### config.mk
export PLATFORM = sky130hd
export DESIGN_NAME = mem_access_unit_flat
export DESIGN_NICKNAME = d
export VERILOG_FILES = /design/src/rtl/mem_access_unit_if.sv /design/src/rtl/mem_access_unit.sv /design/src/flat_wrapper.sv
export SDC_FILE = /design/constraint.sdc
export NUM_CORES = 1
export LEC_CHECK = 0
export CAP_MARGIN = 10
export CORE_MARGIN = 5
export CORE_UTILIZATION = 28
export CTS_CLUSTER_DIAMETER = 30
export CTS_CLUSTER_SIZE = 28
export DETAILED_ROUTE_END_ITERATION = 10
export REMOVE_ABC_BUFFERS = 1
export SYNTH_ARGS = -nofsm -noshare
export SYNTH_HDL_FRONTEND = slang
export SYNTH_SLANG_ARGS = --single-unit
### constraint.sdc
create_clock -name clk -period 3.65 [get_ports clk]
set_input_delay 0.365 -clock clk [delete_from_list [all_inputs] [get_ports clk]]
set_output_delay 0.365 -clock clk [all_outputs]
set_load 0.05 [all_outputs]
### src/rtl/mem_access_unit_if.sv
// Bundles the processor-side request/response signals and the data-RAM port of mem_access_unit.
// The slave modport is the unit itself; the master modport is its environment (MEM stage plus RAM).
interface mem_access_unit_if;
    logic        req;
    logic        we;
    logic [1:0]  size;
    logic        sign_ext;
    logic [13:0] addr;
    logic [31:0] wdata;
    logic [31:0] rdata;
    logic        done;
    logic        err;
    logic        busy;
    logic [11:0] ram_addr;
    logic [31:0] ram_data;
    logic        ram_mW;
    logic [31:0] ram_rdata;

    modport slave (
        input  req, we, size, sign_ext, addr, wdata, ram_rdata,
        output rdata, done, err, busy, ram_addr, ram_data, ram_mW
    );

    modport master (
        output req, we, size, sign_ext, addr, wdata, ram_rdata,
        input  rdata, done, err, busy, ram_addr, ram_data, ram_mW
    );
endinterface

### src/rtl/mem_access_unit.sv
// Byte-addressed load/store front end for a word-addressed data RAM with registered read data.
// Handles byte/halfword/word sizes, load extension, read-modify-write sub-word stores and misalignment.
module mem_access_unit #(
    parameter int READ_LAT = 1
) (
    input  logic             clk,
    input  logic             rst,
    mem_access_unit_if.slave bus
);
    typedef enum logic [1:0] {IDLE, READ, WRITE, DONE} state_t;

    localparam logic [1:0] LAT_M1 = 2'(READ_LAT - 1);

    state_t      state_q, state_d;
    logic        we_q, we_d;
    logic [1:0]  size_q, size_d;
    logic        sext_q, sext_d;
    logic [13:0] addr_q, addr_d;
    logic [31:0] wdata_q, wdata_d;
    logic [31:0] buf_q, buf_d;
    logic [1:0]  cnt_q, cnt_d;
    logic [31:0] rdata_q, rdata_d;
    logic        err_q, err_d;

    logic        misaligned_in;
    logic [31:0] wr_word;

    function automatic logic [31:0] load_extract(input logic [31:0] w, input logic [1:0] off,
                                                 input logic [1:0] sz, input logic sx);
        logic [7:0]  b;
        logic [15:0] h;
        logic [31:0] r;
        case (off)
            2'd0:    b = w[7:0];
            2'd1:    b = w[15:8];
            2'd2:    b = w[23:16];
            default: b = w[31:24];
        endcase
        h = off[1] ? w[31:16] : w[15:0];
        if (sz[1])
            r = w;
        else if (sz[0])
            r = {{16{sx & h[15]}}, h};
        else
            r = {{24{sx & b[7]}}, b};
        return r;
    endfunction

    function automatic logic [31:0] store_merge(input logic [31:0] w, input logic [31:0] d,
                                                input logic [1:0] off, input logic [1:0] sz);
        logic [31:0] r;
        r = w;
        if (sz[1]) begin
            r = d;
        end else if (sz[0]) begin
            if (off[1])
                r[31:16] = d[15:0];
            else
                r[15:0] = d[15:0];
        end else begin
            case (off)
                2'd0:    r[7:0]   = d[7:0];
                2'd1:    r[15:8]  = d[7:0];
                2'd2:    r[23:16] = d[7:0];
                default: r[31:24] = d[7:0];
            endcase
        end
        return r;
    endfunction

    // size 2 and 3 are both word accesses, so size[1] alone selects the word rule
    assign misaligned_in = bus.size[1] ? (bus.addr[1:0] != 2'b00)
                         : (bus.size[0] & bus.addr[0]);

    assign wr_word = store_merge(buf_q, wdata_q, addr_q[1:0], size_q);

    always_ff @(posedge clk or posedge rst) begin
        if (rst) begin
            state_q <= IDLE;
            we_q    <= 1'b0;
            size_q  <= 2'd0;
            sext_q  <= 1'b0;
            addr_q  <= '0;
            wdata_q <= '0;
            buf_q   <= '0;
            cnt_q   <= '0;
            rdata_q <= '0;
            err_q   <= 1'b0;
        end else begin
            state_q <= state_d;
            we_q    <= we_d;
            size_q  <= size_d;
            sext_q  <= sext_d;
            addr_q  <= addr_d;
            wdata_q <= wdata_d;
            buf_q   <= buf_d;
            cnt_q   <= cnt_d;
            rdata_q <= rdata_d;
            err_q   <= err_d;
        end
    end

    always_comb begin
        state_d = state_q;
        we_d    = we_q;
        size_d  = size_q;
        sext_d  = sext_q;
        addr_d  = addr_q;
        wdata_d = wdata_q;
        buf_d   = buf_q;
        cnt_d   = cnt_q;
        rdata_d = rdata_q;
        err_d   = err_q;
        case (state_q)
            IDLE: begin
                if (bus.req) begin
                    we_d    = bus.we;
                    size_d  = bus.size;
                    sext_d  = bus.sign_ext;
                    addr_d  = bus.addr;
                    wdata_d = bus.wdata;
                    if (misaligned_in) begin
                        state_d = DONE;
                        rdata_d = '0;
                        err_d   = 1'b1;
                    end else if (bus.we && bus.size[1]) begin
                        state_d = WRITE;
                    end else begin
                        state_d = READ;
                        cnt_d   = LAT_M1;
                    end
                end
            end
            READ: begin
                if (cnt_q == 2'd0) begin
                    buf_d = bus.ram_rdata;
                    if (we_q) begin
                        state_d = WRITE;
                    end else begin
                        state_d = DONE;
                        rdata_d = load_extract(bus.ram_rdata, addr_q[1:0], size_q, sext_q);
                        err_d   = 1'b0;
                    end
                end else begin
                    cnt_d = cnt_q - 2'd1;
                end
            end
            WRITE: begin
                state_d = DONE;
                err_d   = 1'b0;
            end
            DONE:    state_d = IDLE;
            default: state_d = IDLE;
        endcase
    end

    assign bus.ram_addr = addr_q[13:2];
    assign bus.ram_mW   = (state_q == WRITE);
    assign bus.ram_data = (state_q == WRITE) ? wr_word : '0;
    assign bus.rdata    = rdata_q;
    assign bus.err      = err_q;
    assign bus.done     = (state_q == DONE);
    assign bus.busy     = (state_q != IDLE);
endmodule

### src/flat_wrapper.sv
// flat-port wrapper written by rule: the top's interface ports become plain ports
module mem_access_unit_flat 
#(
    parameter int READ_LAT = 1
)
  (clk, rst, bus_req, bus_we, bus_size, bus_sign_ext, bus_addr, bus_wdata, bus_ram_rdata, bus_rdata, bus_done, bus_err, bus_busy, bus_ram_addr, bus_ram_data, bus_ram_mW);
  mem_access_unit_if bus_i ();
  input  logic clk;
  input  logic rst;
  input wire logic [$bits(bus_i.req)-1:0] bus_req;
  input wire logic [$bits(bus_i.we)-1:0] bus_we;
  input wire logic [$bits(bus_i.size)-1:0] bus_size;
  input wire logic [$bits(bus_i.sign_ext)-1:0] bus_sign_ext;
  input wire logic [$bits(bus_i.addr)-1:0] bus_addr;
  input wire logic [$bits(bus_i.wdata)-1:0] bus_wdata;
  input wire logic [$bits(bus_i.ram_rdata)-1:0] bus_ram_rdata;
  output wire logic [$bits(bus_i.rdata)-1:0] bus_rdata;
  output wire logic [$bits(bus_i.done)-1:0] bus_done;
  output wire logic [$bits(bus_i.err)-1:0] bus_err;
  output wire logic [$bits(bus_i.busy)-1:0] bus_busy;
  output wire logic [$bits(bus_i.ram_addr)-1:0] bus_ram_addr;
  output wire logic [$bits(bus_i.ram_data)-1:0] bus_ram_data;
  output wire logic [$bits(bus_i.ram_mW)-1:0] bus_ram_mW;
  assign bus_i.req = bus_req;
  assign bus_i.we = bus_we;
  assign bus_i.size = bus_size;
  assign bus_i.sign_ext = bus_sign_ext;
  assign bus_i.addr = bus_addr;
  assign bus_i.wdata = bus_wdata;
  assign bus_i.ram_rdata = bus_ram_rdata;
  assign bus_rdata = bus_i.rdata;
  assign bus_done = bus_i.done;
  assign bus_err = bus_i.err;
  assign bus_busy = bus_i.busy;
  assign bus_ram_addr = bus_i.ram_addr;
  assign bus_ram_data = bus_i.ram_data;
  assign bus_ram_mW = bus_i.ram_mW;
  mem_access_unit #(.READ_LAT(READ_LAT)) u_core (.clk(clk), .rst(rst), .bus(bus_i));
endmodule
==> tab_implementation.tex <==
\begin{tabular}{lr}
\hline
Metric & Value \\
\hline
\multicolumn{2}{l}{\textbf{Worst hold path}} \\
Worst min-delay path category & primary input to async pin \\
\multicolumn{2}{l}{\textbf{Cells and area}} \\
Area delta synth->final & 41.1\% \\
FF+latch area & 2980 sq um \\
Share of layout cells above drive strength 1 & 23.8\% \\
NumNets Final & a little under 800 \\
Commonest cells after routing, fill and taps aside & 141 x sky130\_fd\_sc\_hd\_\_clkdlybuf4s50\_1, 119 x sky130\_fd\_sc\_hd\_\_dfrtp\_1, 84 x sky130\_fd\_sc\_hd\_\_mux2\_2 \\
Most frequent standard cell in the layout excluding fill and tap cells & sky130\_fd\_sc\_hd\_\_clkdlybuf4s50\_1 \\
Filler Cell Count & between 2k and 2.5k \\
Footprint of the multi-input gates & slightly below 3000 sq um \\
\multicolumn{2}{l}{\textbf{Pwr}} \\
Final Power & about 9300 uW \\
Leak Pwr & 0.00369 uW \\
Max IR drop VDD & 0.363 mV \\
Pwr/cell area & around 1100 nW/um\^{}2 \\
\multicolumn{2}{l}{\textbf{Clock tree}} \\
Number of clock buffers inserted by TritonCTS & 17 \\
\# Post-CTS Setup Buffers & 0 \\
Clock sinks & approximately 120 \\
Clock-pin slew on the worst setup and hold paths & around 0.050 ns \\
Root buffer cell & sky130\_fd\_sc\_hd\_\_clkbuf\_16 \\
H-Tree Depth & 4 \\
TritonCTS clock tree & built \\
Clock buffer depth & 2 \\
Post-cts resize count & 0 \\
\# hold bufs at CTS & 0 \\
Skew-Pair Late Insertion Delay & between 0.4 and 0.5 ns \\
\multicolumn{2}{l}{\textbf{Floorplan}} \\
FP Rows & 54 \\
Core footprint & about 22000 sq um \\
Initial cell density of the core & 28.5\% \\
Area of the die & around 25000 sq um \\
Die Width & 159 um \\
Ports placed on the boundary & roughly 170 \\
Chip Height & between 150 and 200 um \\
\multicolumn{2}{l}{\textbf{Logic synthesis}} \\
Number of synthesized flops with an enable pin & 0 \\
Fraction of registers with async set/reset & 100\% \\
Top post-synthesis cells by area & sky130\_fd\_sc\_hd\_\_dfrtp\_1 48\%, sky130\_fd\_sc\_hd\_\_mux2\_2 15\%, sky130\_fd\_sc\_hd\_\_a221o\_1 3.0\% \\
Number of register bits inferred by synthesis & about 120 \\
Area of the mapped netlist & between 6000 and 7000 sq um \\
Yosys warning count & 0 \\
Avg Synthesized Cell Area & approximately 11 sq um \\
Number of distinct library cells after synthesis & 51 \\
Instance count of the mapped netlist & between 500 and 600 \\
Sequential area share after synthesis & between 40\% and 50\% \\
Synth area leader & sky130\_fd\_sc\_hd\_\_dfrtp\_1 \\
Top cell type's share of synthesized area & 47.7\% \\
Commonest register cell after synthesis & sky130\_fd\_sc\_hd\_\_dfrtp\_1 \\
\multicolumn{2}{l}{\textbf{Placed design}} \\
Total half-perimeter wirelength after legalization and detailed placement & 14900 um \\
Dpl ws & between 0.9 and 1 ns \\
Buffers added on ports & about 160 \\
Placer congestion estimate & 0.822 \\
\multicolumn{2}{l}{\textbf{Worst setup path}} \\
Worst setup path startpoint & u\_core.addr\_q[0]\$\_DFFE\_PP0P\_ \\
R2r startpoint & u\_core.size\_q[0]\$\_DFFE\_PP0P\_ \\
Worst Path Max Fanout & 16 \\
Cell Chain, Critical Path & nand2b\_1, buf\_4, and3\_1, a211o\_1, o211a\_1, clkdlybuf4s50\_1 \\
Crit path DAT & between 2 and 3 ns \\
Required time at the worst-slack endpoint & 3.28 ns \\
Worst R2R Path Depth & 5 \\
Capture instance of the worst register-to-register path & u\_core.bus.rdata[0]\$\_DFFE\_PP0P\_ \\
Critical path capture point type & output port \\
Category of cells accounting for the largest share of critical-path delay & buffers and inverters \\
Setup Crit Path Kind & flip-flop to output port \\
Number of buffer and inverter instances along the worst setup path & 2 \\
Worst Setup Start Kind & flip-flop \\
Register-to-register setup slack & 1.00 ns \\
Largest stage delay on the critical path & approximately 0.7 ns \\
Library cell contributing the largest single delay on the critical path & sky130\_fd\_sc\_hd\_\_clkdlybuf4s50\_1 \\
\multicolumn{2}{l}{\textbf{STA}} \\
Achievable clock frequency & 0.317 GHz \\
Pin slew with the least headroom to its limit & roughly 0.95 ns \\
Slack of the critical path & around 0.50 ns \\
\# setup viols final & 0 \\
Final min period & $\sim$3.2 ns \\
Maximum clock skew at final layout & 0.00522 ns \\
Setup repair after global routing missed its margin & false \\
Final max-slew violation count & 0 \\
Hold Vio Cnt, Final & 0 \\
Share of the clock period used by the worst path after layout & between 80\% and 90\% \\
Post-route setup TNS & 0 ns \\
Tightest slew margin relative to the limit & approximately 36\% \\
\multicolumn{2}{l}{\textbf{Detailed routing}} \\
Iteration count of the initial detailed-routing pass & 5 \\
Wire length reported by the detailed router & slightly above 20000 um \\
Via count & $\sim$4.9k \\
Number of vias per cell & 5.00 \\
Antenna-violating nets left & 0 \\
Detail-routed net length per standard cell & 20.5 um \\
Drt initial violations & between 300 and 400 \\
DRC violation count after routing & 0 \\
\multicolumn{2}{l}{\textbf{GRT}} \\
Pin count of the biggest net entering global routing & 75 \\
Global-route wire length before repair & $\sim$32000 um \\
Number of global-route vias before repair & a little over 5k \\
Number of antenna violations at the first check in global routing & 1 \\
Total global-route track usage & between 15 and 20\% \\
Total overflow reported by the global router & 0 \\
\multicolumn{2}{l}{\textbf{Outcome}} \\
Outcome & completed \\
\multicolumn{2}{l}{\textbf{Flow run}} \\
Maximum Capacitance Violations & 0 \\
\hline
\end{tabular}
cell families after synthesis:
family                   after synthesis  synth area share (%)
flip-flops                           119                  47.7
buffers and inverters                 66                  5.56
adder cells (fa/ha/maj)                6                  1.20
AO/OA/AOI/OAI                        153                  18.3
AND/OR/NAND/NOR                      112                  10.4
multiplexers                          94                  16.8
through the flow:
| stage | cell area [sq um] | hold WS [ns] | util (%) | std cells |
|---|---|---|---|---|
| floorplan | 5940 | 0.450 | - | 498 |
| global placement | 8200 | 0.473 | 37.5 | 954 |
| detailed placement | 8200 | 0.484 | 37.5 | 954 |
| CTS | 8800 | 0.416 | 40.2 | 986 |
| global route | 8800 | 0.448 | 40.2 | 987 |
| finish | 8800 | 0.396 | 40.2 | 987 |
sequential cells by signal (all words and copies together) (netlist names):
name,cells
u_core.buf_q,32
u_core.bus.rdata,32
u_core.wdata_q,32
u_core.addr_q,14
u_core.cnt_q,2
u_core.size_q,2
u_core.state_q,2
u_core.bus.err,1
u_core.sext_q,1
u_core.we_q,1
final cells by class:
| class | count | area share [%] |
|---|---|---|
| sequential | 119 | 33.8 |
| multi-input combinational | 365 | 33.1 |
| clock inverter | 8 | 1.36 |
| inverter | 14 | 0.625 |
| clock buffer | 24 | 5.47 |
| timing repair buffer | 176 | 21.6 |
| tap | 280 | 3.98 |
| antenna | 1 | 0.0284 |
routing by layer:
layer | global-route usage (%) | up-vias | part of all wire, %
met5 | 0 | - | 0
met4 | 4.92 | 0 | 2.2
met3 | 5.02 | 27 | 6.1
met2 | 25.3 | 133 | 47
met1 | 20.8 | 2453 | 44
li1 | - | 2319 | -
Yosys cell counts, types with 9 or more instances:
cell type	n
sky130_fd_sc_hd__a211o_1	9
sky130_fd_sc_hd__a21oi_1	18
sky130_fd_sc_hd__o22ai_1	15
sky130_fd_sc_hd__buf_2	16
sky130_fd_sc_hd__a32o_1	14
sky130_fd_sc_hd__o21ai_0	27
sky130_fd_sc_hd__dfrtp_1	119
sky130_fd_sc_hd__nor3_1	9
sky130_fd_sc_hd__nand2_1	30
sky130_fd_sc_hd__nand2b_1	29
sky130_fd_sc_hd__o21ai_1	14
sky130_fd_sc_hd__buf_4	15
sky130_fd_sc_hd__clkbuf_1	10
sky130_fd_sc_hd__mux2i_1	9
sky130_fd_sc_hd__inv_1	13
sky130_fd_sc_hd__a221o_1	19
sky130_fd_sc_hd__mux2_2	84
worst max-delay path by stage:
stage                                       end  cells after the start  slack, ns
3_5_place_dp                   bus_ram_data[17]                      6       0.93
6_report                       bus_ram_data[20]                      6       0.50
5_1_grt                        bus_ram_data[18]                      6       0.35
4_1_cts                        bus_ram_data[17]                      6       0.47
3_3_place_gp   u_core.bus.rdata[18]$_DFFE_PP0P_                      6       0.94
2_1_floorplan      u_core.addr_q[0]$_DFFE_PP0P_                      1       0.13
report_power, final:
part           total [uW]  switching [uW]  internal [uW]
Combinational        5190            3070           2120
Sequential           2410             491           1920
Clock                1720             598           1120
Total                9320            4160           5170
Note: power is estimated with default switching activity, not from simulation.
==> edit 1, RTL diff (config.mk and constraints unchanged) <==
Encoding of `state_t`: now Gray code (2 bits for 4 states).
--- a/src/rtl/mem_access_unit.sv
+++ b/src/rtl/mem_access_unit.sv
@@ -9,3 +9,3 @@
 );
-    typedef enum logic [1:0] {IDLE, READ, WRITE, DONE} state_t;
+    typedef enum logic [1:0] {IDLE = 2'b00, READ = 2'b01, WRITE = 2'b11, DONE = 2'b10} state_t;
 
Behaviour: no difference found for any inputs over 4 cycles, from zero or initial values and one cycle with rst high; so few cycles prove little.
==> edit 1 against the original RTL <==
Wire length increased by 0.60%; area after synthesis decreased by 4.4%; non-clock buffer count decreased by 4; core utilization increased by 0.068 points; critical path depth decreased by 1; count of clock-buffer cells in the layout decreased by 2; setup slack got worse by 0.11 ns; critical endpoint is now bus_ram_data[25]; total power decreased by 11%; largest cell class unchanged; final area decreased by 3.8%; largest power group unchanged; first-iteration DRC count increased by 12%; sequential cell count unchanged.
==> edit 1: results (changes against the original RTL) <==
.. list-table::
   :header-rows: 1

   * - Metric
     - Value
   * - Clock Skew
     - 0.00656 ns (was 0.00522 ns)
   * - Number of global-route vias before repair
     - 5201 (was 5187)
   * - Number of vias after detailed routing
     - 4863 (was 4932)
   * - Estimated wirelength of the detail-placed design
     - 14.8 mm (was 14.9 mm)
   * - Worst R2R End
     - u_core.bus.rdata[7] (was u_core.bus.rdata[0])
   * - Non-filler cells in the finished layout
     - 936 (was 987)
   * - End point of the critical path
     - bus_ram_data[25] (was bus_ram_data[20])
   * - Slew HR
     - 40.4% (was 35.9%)
   * - Reg2Reg Launch Point
     - u_core.addr_q[0] (was u_core.size_q[0])
   * - Largest cells by area after synthesis
     - sky130_fd_sc_hd__dfrtp_1 (50%), sky130_fd_sc_hd__mux2_1 (8.3%), sky130_fd_sc_hd__mux2_2 (6.8%) (was sky130_fd_sc_hd__dfrtp_1 (48%), sky130_fd_sc_hd__mux2_2 (15%), sky130_fd_sc_hd__a221o_1 (3.0%))
   * - Peak ir drop on the vdd network
     - 0.427 mV (was 0.363 mV)
   * - Final nets
     - 735 (was 784)
   * - Global-route wire length before repair
     - 31.1 mm (was 31.8 mm)
   * - Top cell types by occurrence after synthesis
     - sky130_fd_sc_hd__dfrtp_1 (119), sky130_fd_sc_hd__mux2_1 (44), sky130_fd_sc_hd__mux2_2 (36) (was sky130_fd_sc_hd__dfrtp_1 (119), sky130_fd_sc_hd__mux2_2 (84), sky130_fd_sc_hd__nand2_1 (30))
   * - Crit-path max cell delay
     - 0.84 ns (was 0.70 ns)
   * - Compound-cell area share of the yosys netlist
     - 18.5% (was 18.3%)
   * - Placed instance count
     - 905 (was 954)
   * - Highest fanout seen on the critical path
     - 22 (was 16)
   * - Fraction of layout instances using a drive strength above 1
     - 18.0% (was 23.8%)
   * - Drt initial violations
     - 415 (was 370)
   * - Share of synthesized cell area in full adder, half adder and majority cells
     - 0.210% (was 1.20%)
   * - GRT Total Usage
     - 16.7% (was 15.9%)
   * - Portion of netlist area occupied by mux cells
     - 17.4% (was 16.8%)
   * - P_leak
     - 0.00345 µW (was 0.00369 µW)
   * - Setup Buffers After CTS
     - 0 (unchanged)
   * - Final wirelength
     - 20.4 mm (was 20.2 mm)
   * - Worst path arrival time
     - 2.90 ns (was 2.79 ns)
   * - Syn Inst Count
     - 510 (was 550)
   * - Final weighted congestion in routability-driven placement
     - 0.918 (was 0.822)
   * - Worst-case register-to-register setup slack
     - 1.21 ns (was 1.00 ns)
   * - Status
     - finished clean (unchanged)
   * - Portion of the post-synthesis area used by sequential elements
     - 49.9% (was 47.7%)
   * - Synth cell types
     - 54 (was 51)
   * - Classification of the worst-slack hold path
     - input port to asynchronous set/reset pin (unchanged)
   * - Number of detailed-route iterations in the first pass
     - 5 (unchanged)
-- edit 1: cell families after synthesis --
| kind of cell | count (synthesis) |
|---|---|
| adder cells (fa/ha/maj) | 1 |
| AND/OR/NAND/NOR | 95 |
| AO/OA/AOI/OAI | 143 |
| flip-flops | 119 |
| multiplexers | 91 |
| buffers and inverters | 61 |
-- edit 1: worst min-delay path by stage --
stage | slack [ns] | endpoint | startpoint
global placement | 0.47 | u_core.addr_q[7] | u_core.addr_q[7]
global route | 0.50 | u_core.addr_q[10] | u_core.addr_q[10]
CTS | 0.48 | u_core.addr_q[11] | rst
finish | 0.44 | u_core.addr_q[3] | rst
detailed placement | 0.48 | u_core.wdata_q[29] | u_core.wdata_q[29]
floorplan | 0.45 | u_core.wdata_q[30] | u_core.wdata_q[30]
-- edit 1: worst register-to-register path, delay by kind of cell, from the launching register on --
family          cells  cell delay (ns)
mux                 1             0.32
buf+inv             1             0.31
compound gates      2             0.48
simple gates        1             0.42
flops               1             0.79
-- edit 1: where the power goes --
group	switching, µW	leakage [µW]	total, µW	internal [µW]
registers	592	0.00146	2540	1950
clock network	596	0.000300	1750	1150
logic	2390	0.00169	4010	1620
total	3580	0.00345	8290	4710
-- edit 1: through the flow --
step | setup WS (ns) | instance area [µm²]
2_1_floorplan | -0.00662 | 5630
3_3_place_gp | 0.916 | 7850
3_5_place_dp | 0.816 | 7850
4_1_cts | 0.390 | 8470
5_1_grt | 0.229 | 8470
6_report | 0.390 | 8470
-- edit 1: area by class of cell --
| class | count | area (µm²) | share of cell area, % |
|---|---|---|---|
| antenna | 1 | 2.50 | 0.0296 |
| clock buffer | 22 | 494 | 5.84 |
| clock inverter | 8 | 120 | 1.42 |
| inverter | 9 | 36.3 | 0.428 |
| multi-input combinational | 330 | 2630 | 31.0 |
| sequential | 119 | 2980 | 35.2 |
| tap | 275 | 344 | 4.06 |
| timing repair buffer | 172 | 1860 | 22.0 |
-- edit 1: routing by layer --
layer	GRT usage [%]	vias up	wire [µm]	part of all wire (%)
met5	0	-	0	0
met4	5.29	0	510	2.5
met3	5.16	33	1460	7.2
met2	27.4	202	9860	48
met1	21.0	2448	8530	42
li1	-	2180	-	-
==> edit 2, RTL diff (config.mk and constraints unchanged) <==
Without the edit above. Make the reset (`rst`) synchronous in one clocked block.
--- a/src/rtl/mem_access_unit.sv
+++ b/src/rtl/mem_access_unit.sv
@@ -76,3 +76,3 @@
 
-    always_ff @(posedge clk or posedge rst) begin
+    always_ff @(posedge clk) begin
         if (rst) begin
Behaviour: differs if rst is asserted again (counterexample within 4 cycles, from zero or initial values and one cycle with rst high); with rst held inactive, the same outputs for 4 cycles.
==> edit 2 against the original RTL <==
Final area decreased by 6.3%; synthesized cell count increased by 32%; largest cell class is now multi-input combinational cells; count of clock-buffer cells in the layout decreased by 2; area after synthesis decreased by 11%; register-to-register slack improved by 0.13 ns; sequential cell count unchanged; critical path type unchanged; critical path depth decreased by 1; global-route usage increased by 1.7 points; setup slack got worse by 0.20 ns; wire length about the same.
Power is not compared: it rests on default switching activity, and its combinational part moved more than twofold at a synthesized area within 25%.
==> edit 2: results (changes against the original RTL) <==
.. list-table::
   :header-rows: 1

   * - Metric
     - Value
   * - Status
     - finished clean (unchanged)
   * - Crit-path max cell delay
     - 0.79 ns (was 0.70 ns)
   * - Drt initial violations
     - 450 (was 370)
   * - Sequential cell area
     - 2380 µm² (was 2980 µm²)
   * - Minimum hold slack
     - 0.432 ns (was 0.396 ns)
   * - Portion of the post-synthesis area used by sequential elements
     - 42.7% (was 47.7%)
   * - Multi-input comb cells
     - 528 (was 365)
   * - Largest cells by area after synthesis
     - sky130_fd_sc_hd__dfxtp_1 (43%), sky130_fd_sc_hd__nand2_1 (14%), sky130_fd_sc_hd__a21oi_1 (9.3%) (was sky130_fd_sc_hd__dfrtp_1 (48%), sky130_fd_sc_hd__mux2_2 (15%), sky130_fd_sc_hd__a221o_1 (3.0%))
   * - Number of global-route vias before repair
     - 5330 (was 5187)
   * - # diodes
     - 0 (was 1)
   * - Vias per inst
     - 4.97 (was 5.00)
   * - Most area-hungry cell type in the Yosys netlist
     - sky130_fd_sc_hd__dfxtp_1 (was sky130_fd_sc_hd__dfrtp_1)
   * - Cell family with the largest share of critical-path delay
     - compound AO/OA/AOI/OAI gates (was buffers and inverters)
   * - Total area of multi-input combinational cells
     - 2830 µm² (was 2920 µm²)
   * - Ys async rst share
     - 0% (was 100%)
   * - Final wirelength
     - 20.2 mm (about the same)
   * - Maximum number of pins on one net before global-route repair
     - 51 (was 75)
   * - Syn_area_per_cell
     - 7.69 µm² (was 11.3 µm²)
   * - Estimated wirelength of the detail-placed design
     - 14.7 mm (was 14.9 mm)
   * - CP startpoint
     - u_core.addr_q[1] (was u_core.addr_q[0])
   * - Global-route wire length before repair
     - 30.6 mm (was 31.8 mm)
   * - Highest fanout seen on the critical path
     - 17 (was 16)
   * - Transition at the pin with the smallest max-transition slack
     - 1.21 ns (was 0.954 ns)
   * - Inverters
     - 10 (was 14)
   * - End point of the critical path
     - bus_ram_data[14] (was bus_ram_data[20])
   * - Placed instance count
     - 1099 (was 954)
-- edit 2: cell count changes after synthesis, sizes merged, moves of 18 or more --
| cell | delta |
|---|---|
| a21oi | +88 |
| a221o | -19 |
| clkbuf | +32 |
| dfrtp | -119 |
| dfxtp | +119 |
| mux2 | -81 |
| nand2 | +185 |
| nand2b | -23 |
| o2bb2ai | +18 |
-- edit 2: routing by layer --
layer	track usage [%]	part of all wire, %	up-vias
met5	0	0.035	-
met2	26.7	44	205
met1	23.3	44	2645
li1	-	-	2749
met3	6.94	10	19
met4	4.81	1.0	2
-- edit 2: cells by family (layout without fill, tap and decap cells) --
family | after synthesis | in the layout | synth area share (%)
buffers and inverters | 79 | 218 | 6.75
DFF | 119 | 119 | 42.7
AOI/OAI and AO/OA | 235 | 235 | 26.1
muxes | 20 | 20 | 3.68
adders and majority gates | 6 | 6 | 1.35
and+or+nand+nor | 267 | 267 | 19.4
